$ cat src/rtl/mem_bus_pkg.sv
// Shared types and defaults for the two-master memory/peripheral bus arbiter.
package mem_bus_pkg;

   localparam int          ADDR_W_DEF    = 32;
   localparam int          DATA_W_DEF    = 32;
   localparam logic [31:0] PERI_BASE_DEF = 32'h4000_0000;

   // Master indices as carried by the 1-bit winner and priority pointer.
   localparam logic M0 = 1'b0;
   localparam logic M1 = 1'b1;

   typedef enum logic [1:0] {
      IDLE   = 2'd0,
      ACCESS = 2'd1,
      DONE   = 2'd2
   } state_t;

endpackage

$ cat src/rtl/mem_rr_arb2.sv
// Two-way round-robin pick with its 1-bit priority pointer.
module mem_rr_arb2
   import mem_bus_pkg::*;
(
   input  logic       clk,
   input  logic       rst,
   input  logic [1:0] req,
   input  logic       advance,
   output logic       pick
);

   logic ptr_q;

   // A contested cycle goes to the pointer's master; otherwise the lone requester wins.
   always_comb begin
      pick = M0;
      if (req == 2'b11) begin
         pick = ptr_q;
      end else if (req[1]) begin
         pick = M1;
      end
   end

   // After each grant the master that did not win gets priority next time.
   always_ff @(posedge clk or negedge rst) begin
      if (!rst) begin
         ptr_q <= M0;
      end else if (advance) begin
         ptr_q <= ~pick;
      end
   end

endmodule

$ cat src/rtl/mem_bus_arbiter.sv
// Two-master arbiter and address decoder for the shared RAM/peripheral bus.
// Handshake: a master raises req with we/addr/wdata and holds them stable until
// it sees its one-cycle gnt pulse; the access completes with a one-cycle rvalid
// pulse on the following cycle, with rdata/err qualified by rvalid and held
// until that master's next rvalid. A req still high after gnt is a new request.
module mem_bus_arbiter
   import mem_bus_pkg::*;
#(
   parameter int                ADDR_W    = ADDR_W_DEF,
   parameter int                DATA_W    = DATA_W_DEF,
   parameter logic [ADDR_W-1:0] PERI_BASE = ADDR_W'(PERI_BASE_DEF)
) (
   input  logic              clk,
   input  logic              rst,
   input  logic              m0_req_i,
   input  logic              m0_we_i,
   input  logic [ADDR_W-1:0] m0_addr_i,
   input  logic [DATA_W-1:0] m0_wdata_i,
   input  logic              m1_req_i,
   input  logic              m1_we_i,
   input  logic [ADDR_W-1:0] m1_addr_i,
   input  logic [DATA_W-1:0] m1_wdata_i,
   output logic              m0_gnt_o,
   output logic              m1_gnt_o,
   output logic              m0_rvalid_o,
   output logic              m1_rvalid_o,
   output logic [DATA_W-1:0] m0_rdata_o,
   output logic [DATA_W-1:0] m1_rdata_o,
   output logic              m0_err_o,
   output logic              m1_err_o,
   output logic              m0_stall_o,
   output logic              ram_cre_o,
   output logic              ram_cwe_o,
   output logic              peri_cre_o,
   output logic              peri_cwe_o,
   output logic [ADDR_W-1:0] bus_addr_o,
   output logic [DATA_W-1:0] bus_wdata_o,
   input  logic [DATA_W-1:0] ram_rdata_i,
   input  logic [DATA_W-1:0] peri_rdata_i,
   output state_t            dbg_state_o
);

   state_t            state_q, state_d;
   logic              win_q, we_q;
   logic [ADDR_W-1:0] addr_q;
   logic [DATA_W-1:0] wdata_q;
   logic [1:0]        req;
   logic              any_req, arb_en, pick;
   logic              misaligned, is_peri;
   logic [DATA_W-1:0] resp_rdata;

   assign req        = {m1_req_i, m0_req_i};
   assign any_req    = |req;
   // New accesses are only taken from IDLE or DONE, which skips IDLE under back-to-back load.
   assign arb_en     = ((state_q == IDLE) || (state_q == DONE)) && any_req;
   assign misaligned = |addr_q[1:0];
   assign is_peri    = (addr_q >= PERI_BASE);
   assign resp_rdata = (we_q || misaligned) ? '0 : (is_peri ? peri_rdata_i : ram_rdata_i);

   assign bus_addr_o  = addr_q;
   assign bus_wdata_o = wdata_q;
   assign dbg_state_o = state_q;
   assign m0_stall_o  = m0_req_i & ~m0_gnt_o;

   mem_rr_arb2 u_arb (
      .clk     (clk),
      .rst     (rst),
      .req     (req),
      .advance (arb_en),
      .pick    (pick)
   );

   // State register; reset drops any in-flight access.
   always_ff @(posedge clk or negedge rst) begin
      if (!rst) begin
         state_q <= IDLE;
      end else begin
         state_q <= state_d;
      end
   end

   // Next state: ACCESS always completes through DONE; DONE chains straight into a pending request.
   always_comb begin
      state_d = state_q;
      case (state_q)
         IDLE:    state_d = any_req ? ACCESS : IDLE;
         ACCESS:  state_d = DONE;
         DONE:    state_d = any_req ? ACCESS : IDLE;
         default: state_d = IDLE;
      endcase
   end

   // Latch the winning master's access so the bus stays stable through ACCESS.
   always_ff @(posedge clk or negedge rst) begin
      if (!rst) begin
         win_q   <= M0;
         we_q    <= 1'b0;
         addr_q  <= '0;
         wdata_q <= '0;
      end else if (arb_en) begin
         win_q   <= pick;
         we_q    <= pick ? m1_we_i    : m0_we_i;
         addr_q  <= pick ? m1_addr_i  : m0_addr_i;
         wdata_q <= pick ? m1_wdata_i : m0_wdata_i;
      end
   end

   // Grant, target strobes and rvalid are decoded from state and the latched access.
   always_comb begin
      m0_gnt_o    = 1'b0;
      m1_gnt_o    = 1'b0;
      m0_rvalid_o = 1'b0;
      m1_rvalid_o = 1'b0;
      ram_cre_o   = 1'b0;
      ram_cwe_o   = 1'b0;
      peri_cre_o  = 1'b0;
      peri_cwe_o  = 1'b0;
      case (state_q)
         ACCESS: begin
            if (win_q == M0) m0_gnt_o = 1'b1;
            else             m1_gnt_o = 1'b1;
            if (!misaligned) begin
               if (is_peri) begin
                  peri_cre_o = ~we_q;
                  peri_cwe_o = we_q;
               end else begin
                  ram_cre_o = ~we_q;
                  ram_cwe_o = we_q;
               end
            end
         end
         DONE: begin
            if (win_q == M0) m0_rvalid_o = 1'b1;
            else             m1_rvalid_o = 1'b1;
         end
         default: ;
      endcase
   end

   // Capture the response at the edge ending ACCESS; it holds until that master's next access.
   always_ff @(posedge clk or negedge rst) begin
      if (!rst) begin
         m0_rdata_o <= '0;
         m1_rdata_o <= '0;
         m0_err_o   <= 1'b0;
         m1_err_o   <= 1'b0;
      end else if (state_q == ACCESS) begin
         if (win_q == M0) begin
            m0_rdata_o <= resp_rdata;
            m0_err_o   <= misaligned;
         end else begin
            m1_rdata_o <= resp_rdata;
            m1_err_o   <= misaligned;
         end
      end
   end

endmodule

$ cat config.mk
export PLATFORM = sky130hd
export DESIGN_NAME = mem_bus_arbiter
export DESIGN_NICKNAME = d
export VERILOG_FILES = /design/src/rtl/mem_bus_pkg.sv /design/src/rtl/mem_rr_arb2.sv /design/src/rtl/mem_bus_arbiter.sv
export SDC_FILE = /design/constraint.sdc
export NUM_CORES = 1
export LEC_CHECK = 0
export BUFFER_PORTS_ARGS = -buffer_cell sky130_fd_sc_hd__buf_2
export CORE_AREA = 2 2 132 134
export CTS_CLUSTER_SIZE = 8
export DETAILED_ROUTE_END_ITERATION = 12
export DIE_AREA = 0 0 134 136
export HOLD_SLACK_MARGIN = 0.08
export PLACE_DENSITY_LB_ADDON = 0.25
export SYNTH_ARGS = -nofsm -noshare
export SYNTH_HDL_FRONTEND = slang
export SYNTH_HIERARCHICAL = 1
export SYNTH_SLANG_ARGS = --single-unit
$ cat constraint.sdc
create_clock -name clk -period 1.9 [get_ports clk]
set_input_delay 0.19 -clock clk [delete_from_list [all_inputs] [get_ports clk]]
set_output_delay 0.19 -clock clk [all_outputs]
set_load 0.05 [all_outputs]
==> impl_metrics.json <==
{
  "grt.total_usage_pct": 21.8,
  "synth_seq_cells": 135,
  "yosysTopAreaCellShare_pct": 57.2,
  "clkSinkCount": 135,
  "drtAntennaViolNets": 0,
  "die-area_um2": 18200,
  "gr-usage-met3_pct": 6.11,
  "startpoint_type": "register",
  "dr.pass1.iters": 4,
  "reg2regPathDepth": 5,
  "setup_viol": 0,
  "use_met2_pct": 37.0,
  "viasPerCell": 4.65,
  "period_share_pct": 96.7,
  "post_dp_cell_area_um2": 7970,
  "first_iter_violations": 185,
  "max-slew-margin-rel_pct": 70.2,
  "numPlacedInstances": 1105,
  "die_h_um": 136,
  "std_cell_rows": 48,
  "critPathKind": "reg2out",
  "hold_start": "m0_wdata_i[0]",
  "fin_worst_skew_ps": 10.9,
  "htree_levels": 4,
  "setup_slack_ps": 62.5,
  "coreArea_um2": 16900,
  "power_density_nw_per_um2": 1320,
  "finalWirelength_um": 20200,
  "seq_area_frac_synth_pct": 57.2,
  "start_util_pct": 35.0,
  "grt_pass1_wl_um": 30700,
  "p_leak_nw": 5.10,
  "cts_buffers": 17,
  "yosys-top-cells-area": "dfrtp_1 57%, mux2i_1 16%, o21ai_0 8.6%",
  "die_w_um": 134,
  "fin_cells": 1259,
  "io_pins": 339,
  "synthCells": 559,
  "grt_pass1_vias": 6001,
  "clock_latency_ps": 410,
  "cts_tree": "yes",
  "clk_pin_slew_worst_paths_ps": 60,
  "crit_required_ps": 1710,
  "worst_pin_slew_ps": 447,
  "status": "complete, no violations",
  "dpl.hpwl_um": 13200,
  "clockBufferDepth": 2,
  "met1_usage_pct": 26.4,
  "crit_fanout": 7,
  "maxCapViolations": 0,
  "grt_max_degree": 73,
  "synth_area_per_cell_um2": 10.6,
  "place.gp.congestion": 0.746,
  "design_area_um2": 9780,
  "drc": 0,
  "drive_above_1_share_pct": 39.8,
  "cts_root_buf": "clkbuf_16",
  "hold_viol_final": 0,
  "post_drt_wl_per_cell_um": 16.0,
  "syn_area_um2": 5910,
  "top_usage_layer": "met2",
  "rr_endpoint": "bus_wdata_o[28]",
  "place_ws_ps": 230,
  "holdWs_ps": 88.6,
  "hp-class": "in2reg",
  "r2r-start": "u_arb/ptr_q",
  "synth_cell_type_count": 31,
  "max_freq_mhz": 544,
  "antenna_found_initial": 1,
  "r2r_slack_ps": 120,
  "port_buffers": 338,
  "arrival_ps": 1650,
  "hold_path_depth": 3,
  "via_count": 5849,
  "ys.warnings.count": 6,
  "syn_to_final_growth_pct": 65.5,
  "finalMaxSlewViolations": 0,
  "grt_overflow": 0,
  "synth_nets": 757,
  "final_nets": 1217,
  "endpoint_kind": "output pin",
  "peakVddDrop_v": 0.000635,
  "hold_end": "bus_wdata_o[0]",
  "synth_largest_area_cell": "dfrtp_1",
  "period_needed_ps": 1840
}
cell type report:
type                       instances  area [µm²]
clock buffer                      19         443
antenna                            2        5.00
fill                            1472        7100
sequential                       135        3380
timing repair buffer             479        3190
multi-input combinational        383        2330
inverter                           3        11.3
clock inverter                    13         135
tap                              225         282
sequential cells by signal, summed over array words and instances (netlist names):
signal,flops
m0_rdata_o,32
we_q,1
m1_rdata_o,32
win_q,1
u_arb/ptr_q,1
bus_wdata_o,32
m0_err_o,1
m1_err_o,1
bus_addr_o,32
dbg_state_o,2
synth_stat cells, drive strengths merged:
| library cell | n |
|---|---|
| o21ai | 131 |
| and2 | 2 |
| nor3b | 1 |
| nand2b | 1 |
| dfrtp | 135 |
| nand3b | 1 |
| buf | 25 |
| nand3 | 2 |
| inv | 3 |
| nand4b | 1 |
| a31oi | 1 |
| nor2b | 1 |
| and3b | 1 |
| nor2 | 6 |
| nor3 | 2 |
| nand4 | 1 |
| mux2i | 97 |
| nand2 | 131 |
| mux2 | 1 |
| clkbuf | 14 |
| o21bai | 1 |
| or3b | 1 |
report_power, final:
group / leakage, nW / internal (mW) / switching [mW]
Sequential: 1.72 / 3.63 / 0.419
Combinational: 3.10 / 1.50 / 4.11
Clock: 0.271 / 1.87 / 1.34
Total: 5.10 / 7.00 / 5.87
critical path, stage by stage, from the launching register on:
cell and delay (ps):
dfrtp_2 440, or3b_4 440, and2_1 170, buf_4 180
what timing repair did:
action | in CTS | in global routing
gates cloned | 0 | 1
gates resized for setup | 9 | 7
setup buffers | 0 | 4
hold buffers | 115 | 0
endpoints found under the hold margin | 197 | 0
pin swaps | 2 | 3
endpoints found under the setup margin | 6 | 15
how the worst max path moves through the flow:
stage / start / end / cells past startpoint
after floorplan: bus_addr_o[31] / peri_cre_o / 3
after global placement: bus_addr_o[0] / ram_cre_o / 4
after detailed placement: bus_addr_o[0] / ram_cre_o / 4
after CTS: bus_addr_o[1] / ram_cre_o / 4
after global routing: u_arb/ptr_q / bus_wdata_o[28] / 5
final: dbg_state_o[1] / m0_stall_o / 3
kinds of logic (layout without fill, tap and decap cells):
kind of cell           count (synthesis)  in the layout  synth area share [%]
and+or+nand+nor                      151            152                  10.6
DFF                                  135            135                  57.2
AOI/OAI and AO/OA                    133            133                  11.3
muxes                                 98             98                  16.6
buffers and inverters                 42            514                  4.32
other                                  0              2                     0
layout by cell type (no fill, tap or decap), drive strengths merged:
master / instances
and2: 3
o21bai: 1
diode: 2
a31oi: 1
nand4b: 1
dlygate4sd3: 115
bufinv: 1
mux2: 1
nand2b: 1
nor2b: 1
nand3: 2
and3b: 1
mux2i: 97
clkinv: 2
nor2: 6
clkinvlp: 4
o21ai: 131
nor3: 2
inv: 9
buf: 361
nand4: 1
or3b: 1
clkbuf: 22
dfrtp: 135
nand2: 131
nor3b: 1
nand3b: 1
routing by layer:
| metal | up-vias | wire length [µm] |
|---|---|---|
| met3 | 33 | 1400 |
| li1 | 2841 | - |
| met4 | 0 | 525 |
| met1 | 2724 | 8340 |
| met5 | - | 0 |
| met2 | 251 | 9910 |
stage by stage:
step	power, mW	TNS [ps]	utilization, %
2_1_floorplan	7.91	-20.4	-
3_3_place_gp	9.40	0	47.2
3_5_place_dp	9.46	0	47.2
4_1_cts	12.9	0	57.6
5_1_grt	13.5	-5.84	57.9
6_report	12.9	0	58.0
Note: power is estimated with default switching activity, not from simulation.
